$ cat src/rtl/network_div_pkg.sv
// Shared constants and state encoding for the sequential 29s/13s -> 16s divider.
package network_div_pkg;

  localparam int DIN0_W = 29;
  localparam int DIN1_W = 13;
  localparam int DOUT_W = 16;
  localparam int ITER   = 29;
  localparam int CNT_W  = 5;

  localparam logic [DOUT_W-1:0] Q_MAX = 16'h7FFF;
  localparam logic [DOUT_W-1:0] Q_MIN = 16'h8000;

  // Largest quotient magnitudes representable for each result sign.
  localparam logic [DIN0_W-1:0] MAG_POS_LIM = 29'd32767;
  localparam logic [DIN0_W-1:0] MAG_NEG_LIM = 29'd32768;

  typedef enum logic [1:0] {
    IDLE = 2'd0,
    CALC = 2'd1,
    FIX  = 2'd2,
    DONE = 2'd3
  } state_t;

endpackage

$ cat src/rtl/network_div_step.sv
// One restoring-division iteration: shift in a dividend bit, subtract the divisor if it fits.
module network_div_step
  import network_div_pkg::*;
(
  input  logic [DIN1_W-1:0] rem_in,
  input  logic              bit_in,
  input  logic [DIN1_W-1:0] divisor,
  output logic [DIN1_W-1:0] rem_out,
  output logic              q_bit
);

  logic [DIN1_W:0] trial;

  always_comb begin
    trial = {rem_in, bit_in};
    if (trial >= {1'b0, divisor}) begin
      q_bit   = 1'b1;
      rem_out = DIN1_W'(trial - {1'b0, divisor});
    end else begin
      q_bit   = 1'b0;
      rem_out = trial[DIN1_W-1:0];
    end
  end

endmodule

$ cat src/rtl/network_div_29s_13s_16_seq.sv
// Sequential signed divider: 29 restoring steps on magnitudes, then sign fix-up,
// saturation and divide-by-zero handling, with valid/ready handshakes on both sides.
module network_div_29s_13s_16_seq
  import network_div_pkg::*;
#(
  parameter int ID         = 32'd1,
  parameter int din0_WIDTH = 32'd29,
  parameter int din1_WIDTH = 32'd13,
  parameter int dout_WIDTH = 32'd16
) (
  input  logic                  clk,
  input  logic                  reset,
  input  logic                  ce,
  input  logic                  in_valid,
  output logic                  in_ready,
  input  logic [din0_WIDTH-1:0] din0,
  input  logic [din1_WIDTH-1:0] din1,
  output logic                  out_valid,
  input  logic                  out_ready,
  output logic [dout_WIDTH-1:0] dout,
  output logic [din1_WIDTH-1:0] rem,
  output logic                  ovf,
  output logic                  dz
);

  logic unused_id;
  assign unused_id = ^ID;

  state_t            state_q, state_d;
  logic [CNT_W-1:0]  cnt_q, cnt_d;
  logic [DIN0_W-1:0] quo_q, quo_d;
  logic [DIN1_W-1:0] acc_q, acc_d;
  logic [DIN1_W-1:0] div_q, div_d;
  logic              sign0_q, sign0_d;
  logic              sign1_q, sign1_d;
  logic [DOUT_W-1:0] dout_q, dout_d;
  logic [DIN1_W-1:0] rem_q, rem_d;
  logic              ovf_q, ovf_d;
  logic              dz_q, dz_d;

  logic [DIN1_W-1:0] step_rem;
  logic              step_qbit;

  // quo_q doubles as the dividend shifter: its MSB feeds the step, quotient bits enter at the LSB.
  network_div_step u_step (
    .rem_in  (acc_q),
    .bit_in  (quo_q[DIN0_W-1]),
    .divisor (div_q),
    .rem_out (step_rem),
    .q_bit   (step_qbit)
  );

  always_comb begin
    state_d = state_q;
    cnt_d   = cnt_q;
    quo_d   = quo_q;
    acc_d   = acc_q;
    div_d   = div_q;
    sign0_d = sign0_q;
    sign1_d = sign1_q;
    dout_d  = dout_q;
    rem_d   = rem_q;
    ovf_d   = ovf_q;
    dz_d    = dz_q;

    unique case (state_q)
      IDLE: begin
        if (in_valid) begin
          sign0_d = din0[DIN0_W-1];
          sign1_d = din1[DIN1_W-1];
          quo_d   = din0[DIN0_W-1] ? (~din0 + 29'd1) : din0;
          div_d   = din1[DIN1_W-1] ? (~din1 + 13'd1) : din1;
          acc_d   = '0;
          cnt_d   = '0;
          state_d = CALC;
        end
      end
      CALC: begin
        quo_d = {quo_q[DIN0_W-2:0], step_qbit};
        acc_d = step_rem;
        if (cnt_q == CNT_W'(ITER - 1)) begin
          state_d = FIX;
        end else begin
          cnt_d = cnt_q + 1'b1;
        end
      end
      FIX: begin
        ovf_d = 1'b0;
        dz_d  = 1'b0;
        if (div_q == '0) begin
          dz_d   = 1'b1;
          rem_d  = '0;
          dout_d = sign0_q ? Q_MIN : Q_MAX;
        end else begin
          rem_d = sign0_q ? (~acc_q + 13'd1) : acc_q;
          if (sign0_q ^ sign1_q) begin
            if (quo_q > MAG_NEG_LIM) begin
              ovf_d  = 1'b1;
              dout_d = Q_MIN;
            end else begin
              dout_d = ~quo_q[DOUT_W-1:0] + 16'd1;
            end
          end else if (quo_q > MAG_POS_LIM) begin
            ovf_d  = 1'b1;
            dout_d = Q_MAX;
          end else begin
            dout_d = quo_q[DOUT_W-1:0];
          end
        end
        state_d = DONE;
      end
      DONE: begin
        if (out_ready) begin
          state_d = IDLE;
        end
      end
      default: state_d = IDLE;
    endcase
  end

  // Reset wins over ce; otherwise nothing moves unless ce is high.
  always_ff @(posedge clk) begin
    if (reset) begin
      state_q <= IDLE;
      cnt_q   <= '0;
      quo_q   <= '0;
      acc_q   <= '0;
      div_q   <= '0;
      sign0_q <= 1'b0;
      sign1_q <= 1'b0;
      dout_q  <= '0;
      rem_q   <= '0;
      ovf_q   <= 1'b0;
      dz_q    <= 1'b0;
    end else if (ce) begin
      state_q <= state_d;
      cnt_q   <= cnt_d;
      quo_q   <= quo_d;
      acc_q   <= acc_d;
      div_q   <= div_d;
      sign0_q <= sign0_d;
      sign1_q <= sign1_d;
      dout_q  <= dout_d;
      rem_q   <= rem_d;
      ovf_q   <= ovf_d;
      dz_q    <= dz_d;
    end
  end

  assign in_ready  = (state_q == IDLE);
  assign out_valid = (state_q == DONE);
  assign dout      = dout_q;
  assign rem       = rem_q;
  assign ovf       = ovf_q;
  assign dz        = dz_q;

endmodule
$ cat config.mk
export PLATFORM = sky130hd
export DESIGN_NAME = network_div_29s_13s_16_seq
export DESIGN_NICKNAME = d
export VERILOG_FILES = /design/src/rtl/network_div_pkg.sv /design/src/rtl/network_div_step.sv /design/src/rtl/network_div_29s_13s_16_seq.sv
export SDC_FILE = /design/constraint.sdc
export NUM_CORES = 1
export LEC_CHECK = 0
export ABC_CLOCK_PERIOD_IN_PS = 5800
export BUFFER_PORTS_ARGS = -buffer_cell sky130_fd_sc_hd__buf_2
export CAP_MARGIN = 20
export CORE_MARGIN = 5
export CORE_UTILIZATION = 40
export DETAILED_ROUTE_END_ITERATION = 10
export PLACE_DENSITY_LB_ADDON = 0.25
export SLEW_MARGIN = 20
export SYNTH_ARGS = -nofsm -noshare
export SYNTH_HDL_FRONTEND = slang
export SYNTH_HIERARCHICAL = 1
export SYNTH_SLANG_ARGS = --single-unit
$ cat constraint.sdc
create_clock -name clk -period 5.8 [get_ports clk]
set_clock_uncertainty 0.05 [all_clocks]
set_input_delay 0.29 -clock clk [delete_from_list [all_inputs] [get_ports clk]]
set_output_delay 0.29 -clock clk [all_outputs]
set_load 0.02 [all_outputs]
==> results of run 1 <==
[layer usage]
layer / up-vias / share of wire (%)
li1: 3174 / -
met1: 2918 / 50
met2: 165 / 43
met3: 24 / 5.4
met4: 0 / 1.5
met5: - / 0
[metrics by stage]
step	utilization [%]	power, uW	instances	setup slack (ns)
after floorplan	-	1170	835	3.14
after global placement	43.9	1290	1083	2.85
after detailed placement	43.9	1290	1083	2.76
after CTS	45.7	1890	1099	2.76
after global routing	45.7	1980	1099	2.50
final	45.7	1880	1099	2.73
[worst min-delay path: cells and delay by family]
kind,cells,cell delay [ns]
compound gates,1,0.05
buf+inv,1,0.13
simple gates,1,0.06
[registers in the layout, indices dropped and copies added, names as in the netlist]
register	cells
quo_q	29
dout	16
acc_q	13
div_q	13
rem	13
cnt_q	5
state_q	2
dz	1
ovf	1
sign0_q	1
sign1_q	1
[cells in the final DEF, fill, tap and decap left out, types with 9 or more instances in the layout]
master | netlist | layout
nor2_1 | 57 | 57
a22oi_1 | 14 | 14
clkbuf_16 | 0 | 9
a21oi_1 | 71 | 71
o31ai_1 | 25 | 25
ha_1 | 24 | 23
nand2b_1 | 12 | 12
o21ai_0 | 38 | 38
o22ai_1 | 9 | 9
nor3_1 | 25 | 25
nand4_1 | 13 | 13
nand3_1 | 34 | 34
inv_1 | 39 | 39
nor4_1 | 20 | 19
buf_4 | 0 | 9
o41ai_1 | 10 | 10
o211ai_1 | 16 | 16
or4_1 | 10 | 10
buf_2 | 0 | 79
nand2_1 | 76 | 76
a211oi_1 | 15 | 15
xor2_1 | 27 | 27
dfxtp_1 | 95 | 95
or3_1 | 10 | 10
xnor2_1 | 30 | 30
[path summary, 6_finish.rpt]
check,startpoint,endpoint,slack [ns]
min,din1[0],div_q[0],0.17
max reg2reg,quo_q[28],acc_q[10],2.73
max,quo_q[28],acc_q[10],2.73
min reg2reg,ovf,ovf,0.40
[layout make-up]
| type | count | area share, % |
|---|---|---|
| clock inverters | 7 | 0.906 |
| inverters | 40 | 2.12 |
| clock buffers | 9 | 3.08 |
| well taps | 216 | 3.69 |
| multi-input cells | 644 | 57.9 |
| repair buffers | 88 | 6.33 |
| flip-flops and latches | 95 | 26.0 |
[report_power, final]
group | switching, uW | internal [uW] | total (uW)
combinational | 329 | 229 | 558
sequential | 42.2 | 685 | 727
clock | 292 | 301 | 593
[logic make-up after synthesis]
group,synth area share (%)
AOI/OAI and AO/OA,25.1
xor gates and xnor gates,7.62
DFF,29.0
muxes,3.40
adders and majority gates,4.89
and+or+nand+nor,23.2
buffers and inverters,6.72
==> metrics.md, run 1 <==
| Metric | Value |
|---|---|
| Status | finished, final reports clean |
| TritonCTS Buffers | 9 |
| Core area | around 16000 um2 |
| Multi-input gate area | between 4000 and 5000 um2 |
| Avg Cell Area, Syn | 7.85 um2 |
| Clk pin slew, worst setup/hold paths | 0.08 ns |
| DIE AREA | 19000 um2 |
| Async set-or-reset flop fraction in the synthesized netlist | 0% |
| Pwr dens | 257 nW/um2 |
| Filler Cells Inserted | roughly 1700 |
| Worst vdd ir | 0.000160 V |
| Post-DRT Antenna Nets | 0 |
| Crit share post-route | about 53% |
| Initial DRC count | 450 |
| Clock tree buffer depth | 2 |
| Main synth FF type | dfxtp_1 |
| Critical Path Sink Type | flip-flop |
| Chip Height | 138 um |
| Met2 GRT Util | 28.3% |
| Dominant cells by area after synthesis | dfxtp_1, a21oi_1, ha_1 |
| Post-synth EDFFs | 0 |
| Setup Buffers After CTS | 0 |
| Critical Path RT | 5.98 ns |
| Global Route met1 Usage | about a quarter |
| Net count, final | between 900 and 1000 |
| # DRC | 0 |
| Startpoint types | flip-flop |
| First-pass GRT wire length | around 30 mm |
| Vias per Instance | 5.72 |
| Pre-Repair DR Iteration Count | 5 |
| Register bit count reported by yosys | between 90 and 100 |
| Ant. Diodes | 0 |
| Max incr delay on CP | around 0.45 ns |
| Worst-Skew Late Latency | roughly 0.37 ns |
| Number of antenna violations at the first check in global routing | 0 |
| Final Cell Area | between 7000 and 8000 um2 |
| Post-CTS Hold Buffers | 0 |
| Syn Nets | between 900 and 1000 |
| Gr ovfl total | 0 |
| WL per Instance | 16.2 um |
| CTS tree | yes |
| Delay-heaviest family, CP | compound AO/OA/AOI/OAI gates |
| Leakage | 0.00277 uW |
| Netlist cell types | between 70 and 80 |
| Register area | around 1900 um2 |
| Most used routing layer | met2 |
| Area share of the largest cell type after synthesis | approximately 29% |
| Crit-path slowest cell | a2111oi_2 |
| Worst Hold Slack | about 0.17 ns |
| H-tree levels | 3 |
| Max-slew headroom | between 40 and 50% |
| Maximum fanout along the worst path | 10 |
| Dominant cell type by area after synthesis | dfxtp_1 |
| Crit Path Class | reg -> reg |
| Arrival @ worst endpoint | 3.25 ns |
| Max Slew Vio Count | 0 |
| Tightest Pin Transition | roughly 0.84 ns |
| Hold crit path type | in -> reg |
| Max-capacitance violation count | 0 |
| Final hold vios | 0 |
| CP Depth | 12 |
| Buf/Inv on CP | 3 |
| Layout cells sized above 1 | between 10% and 20% |
| Yosys Warn Count | 6 |
| Placer Congestion | 0.913 |
| CTS Root Cell | clkbuf_16 |
| Total GRT Usage | 18.5% |
| Placed cell area | between 7000 and 8000 um2 |
| Buffers on Ports | 79 |
| Setup TNS | 0 ns |
| RSZ-0062 raised after global routing | no |
| FMAX | 326 MHz |
| Top cells by count, synth | dfxtp_1, nand2_1, a21oi_1 |
| Vias post-DR | between 6000 and 7000 |
| Initial Utilization | between 40 and 50% |
| Hold path depth | 3 |
| Rows | 46 |
| M3 GR Usage | roughly 4% |
| Vias in the first global route | approximately 5900 |
| Final WL | ~18 mm |
| Post-DP HPWL | approximately 13 mm |
| Top-level I/O count | 80 |
| Final min period | 3.07 ns |
| Sequential-to-total area share from yosys stat | approximately 29% |
| Layout area overhead | 11.6% |
| # clock sinks | 95 |
| Synth Instances | about 840 |
| Largest net degree at the start of global routing | 60 |
| Die W | between 100 and 150 um |
| # resized after CTS | 0 |
| Most common cell in the synthesized netlist | dfxtp_1 |
| Mapped cell area | between 6000 and 7000 um2 |
| CP cell instances | inv_1 > ha_1 > inv_1 > fa_1 > a21oi_1 > o2111ai_2 > a2111oi_2 > or2_1 > inv_6 > mux2_4 > nand2_1 > a21oi_1 |
| Setup Viol. Count Final | 0 |
| Worst Reg-to-Reg Cells | 12 |
No activity file was read; power rests on OpenSTA's default activity.
==> run 2, diff against run 1 <==
Settings changed: ABC_CLOCK_PERIOD_IN_PS 5800 to 2530.
Clock period 5.8 ns to 2.53 ns, I/O delays scaled along.
==> metrics.md, run 2 (synthesized netlist as in run 1, its figures left out) <==
| Metric | Value |
|---|---|
| Crit path launch | div_q[11] |
| Layout cells sized above 1 | about a fifth |
| # DRC | 0 |
| FMAX | 399 MHz |
| Met2 Wirelength | 8.17 mm |
| Status | finished, final reports clean |
| Buf/Inv on CP | 2 |
| Worst Reg-to-Reg Cells | 10 |
| Clk pin slew, worst setup/hold paths | 0.07 ns |
| TritonCTS Buffers | 9 |
| DR WL met3 | 980 um |
| Seq pwr share | a little under two fifths |
| Power Total | 4500 uW |
| Net count, final | 999 |
| DR top layer | met4 |
| Startpoint types | flip-flop |
| Max Slew Vio Count | 0 |
| Arrival @ worst endpoint | 2.67 ns |
| Post-DP HPWL | ~14 mm |
| Crit Path Class | reg -> reg |
| Most common cell after layout, fill and taps aside | dfxtp_1 |
| Max-capacitance violation count | 0 |
| Hold path depth | 3 |
| Initial Utilization | a little over 40% |
| Finished Layout Cells | around 1100 |
| Psw | 1520 uW |
| Die W | about 140 um |
| Max-slew headroom | around 50% |
| Max incr delay on CP | 0.38 ns |
| Largest register FFs | 29 |
| Top-level I/O count | 80 |
| R2r endpoint | acc_q[7] |
| WL per Instance | approximately 16 um |
| RSZ-0062 raised after global routing | yes |
| Placed insts | roughly 1100 |
| DIE AREA | approximately 19000 um2 |
| Hold worst-path end | div_q[0] |
| Post-DRT Antenna Nets | 0 |
| Internal cell power | 2980 uW |
| Filler Cells Inserted | approximately 1700 |
| Most flops, register | quo_q |
| CTS Root Cell | clkbuf_16 |
| Total GRT Usage | 19.0% |
| Vias in the first global route | just over 6000 |
| Delay-heaviest family, CP | simple AND/OR/NAND/NOR gates |
| Final Cell Area | between 7000 and 8000 um2 |
| Multi-input gate area | between 4000 and 5000 um2 |
| Pre-Repair DR Iteration Count | 5 |
| Chip Height | about 140 um |
| Min-delay src | din1[0] |
| Clock tree buffer depth | 2 |
| Core area | around 16000 um2 |
| Net Sw Frac | roughly a third |
| Worst-Skew Late Latency | ~0.35 ns |
| Vias post-DR | roughly 6500 |
| Gr ovfl total | 0 |
| Pwr dens | 581 nW/um2 |
| Placer Congestion | slightly below 0.9 |
| Critical Path RT | roughly 2.7 ns |
| Maximum fanout along the worst path | 10 |
| Final min period | roughly 2.5 ns |
| Crit share post-route | slightly below 100% |
| Placed cell area | approximately 7400 um2 |
| CTS tree | yes |
| Layout area overhead | 18.1% |
| Comb pwr share | between 30% and 40% |
| Ant. Diodes | 0 |
| Initial DRC count | between 300 and 400 |
| # clock sinks | 95 |
| Final hold vios | 0 |
| Reg2reg start | div_q[11] |
| Commonest cells after routing, fill and taps aside | dfxtp_1, buf_2, nand2_1 |
| Register area | between 1500 and 2000 um2 |
| Leakage | just over 0.003 uW |
| Tightest Pin Transition | 0.750 ns |
| Critical Path Sink Type | flip-flop |
| Rows | 46 |
| First-pass GRT wire length | a little over 30 mm |
| Largest net degree at the start of global routing | 65 |
| Hold crit path type | in -> reg |
| Crit-path slowest cell | o41ai_4 |
| Setup Buffers After CTS | 0 |
| Power share of the clock group | a little under a third |
| Buffers on Ports | 79 |
| Met1 Routed Length | just over 9 mm |
| H-tree levels | 3 |
| CP cell instances | inv_1 > ha_1 > a21o_1 > or3_4 > o41ai_4 > or2_4 > inv_8 > mux2_4 > nand2_1 > a21oi_1 |
| Reg-to-reg slack, setup | about 0.025 ns |
| Vias per Instance | 5.68 |
| Worst vdd ir | 0.000352 V |
| Final WL | 18.7 mm |
| Number of antenna violations at the first check in global routing | 0 |
| Setup Viol. Count Final | 0 |
==> run 2: final cells by class <==
class | instances | share of cell area [%]
inverter | 40 | 2.04
clock inverter | 3 | 0.323
timing repair buffer | 137 | 10.7
multi-input combinational | 644 | 55.4
clock buffer | 12 | 3.44
tap | 216 | 3.49
sequential | 95 | 24.6
==> run 2: worst max path at each step <==
stage | to | slack (ns) | depth (start not counted)
after floorplan | acc_q[2] | 0.02 | 11
after global placement | acc_q[10] | -0.02 | 12
after detailed placement | acc_q[10] | -0.08 | 12
after CTS | acc_q[6] | 0.02 | 12
after global routing | acc_q[12] | -0.08 | 13
final | acc_q[7] | 0.03 | 10
==> run 2: timing repair <==
action                     CTS  global route
hold buffers                 0             0
gates cloned                 0             0
setup endpoints to repair   10            12
gates resized for setup      1            14
pin swaps                    0             6
==> run 2: worst reg2reg max path: cells and delay by family (launching register included) <==
| kind | cells | cell delay, ns |
|---|---|---|
| buffers and inverters | 2 | 0.11 |
| AOI/OAI and AO/OA | 3 | 0.64 |
| DFF | 1 | 0.34 |
| and+or+nand+nor | 3 | 0.66 |
| muxes | 1 | 0.30 |
| adders and majority gates | 1 | 0.28 |
==> run 2: power by group through the flow <==
| stage | Clock [uW] | Combinational (uW) | Sequential (uW) |
|---|---|---|---|
| 2_1_floorplan | 0 | 1040 | 1670 |
| 3_3_place_gp | 0 | 1430 | 1690 |
| 3_5_place_dp | 0 | 1440 | 1690 |
| 4_1_cts | 1400 | 1450 | 1650 |
| 5_1_grt | 1460 | 1630 | 1670 |
| 6_report | 1370 | 1480 | 1660 |
==> run 2: routing by layer <==
metal  up-vias  GRT usage [%]
met5         -              0
li1       3272              -
met4         0           4.73
met3        17           3.79
met2       167           28.8
met1      3062           27.8
==> run 2: per-stage QoR <==
stage	utilization (%)	hold slack (ns)	setup TNS [ns]	setup slack (ns)
floorplan	-	0.212	0	0.0195
global placement	46.3	0.395	-0.0680	-0.0179
detailed placement	46.3	0.398	-0.495	-0.0753
CTS	48.1	0.0270	0	0.0197
global route	48.4	0.0465	-0.535	-0.0813
finish	48.4	0.0194	0	0.0252
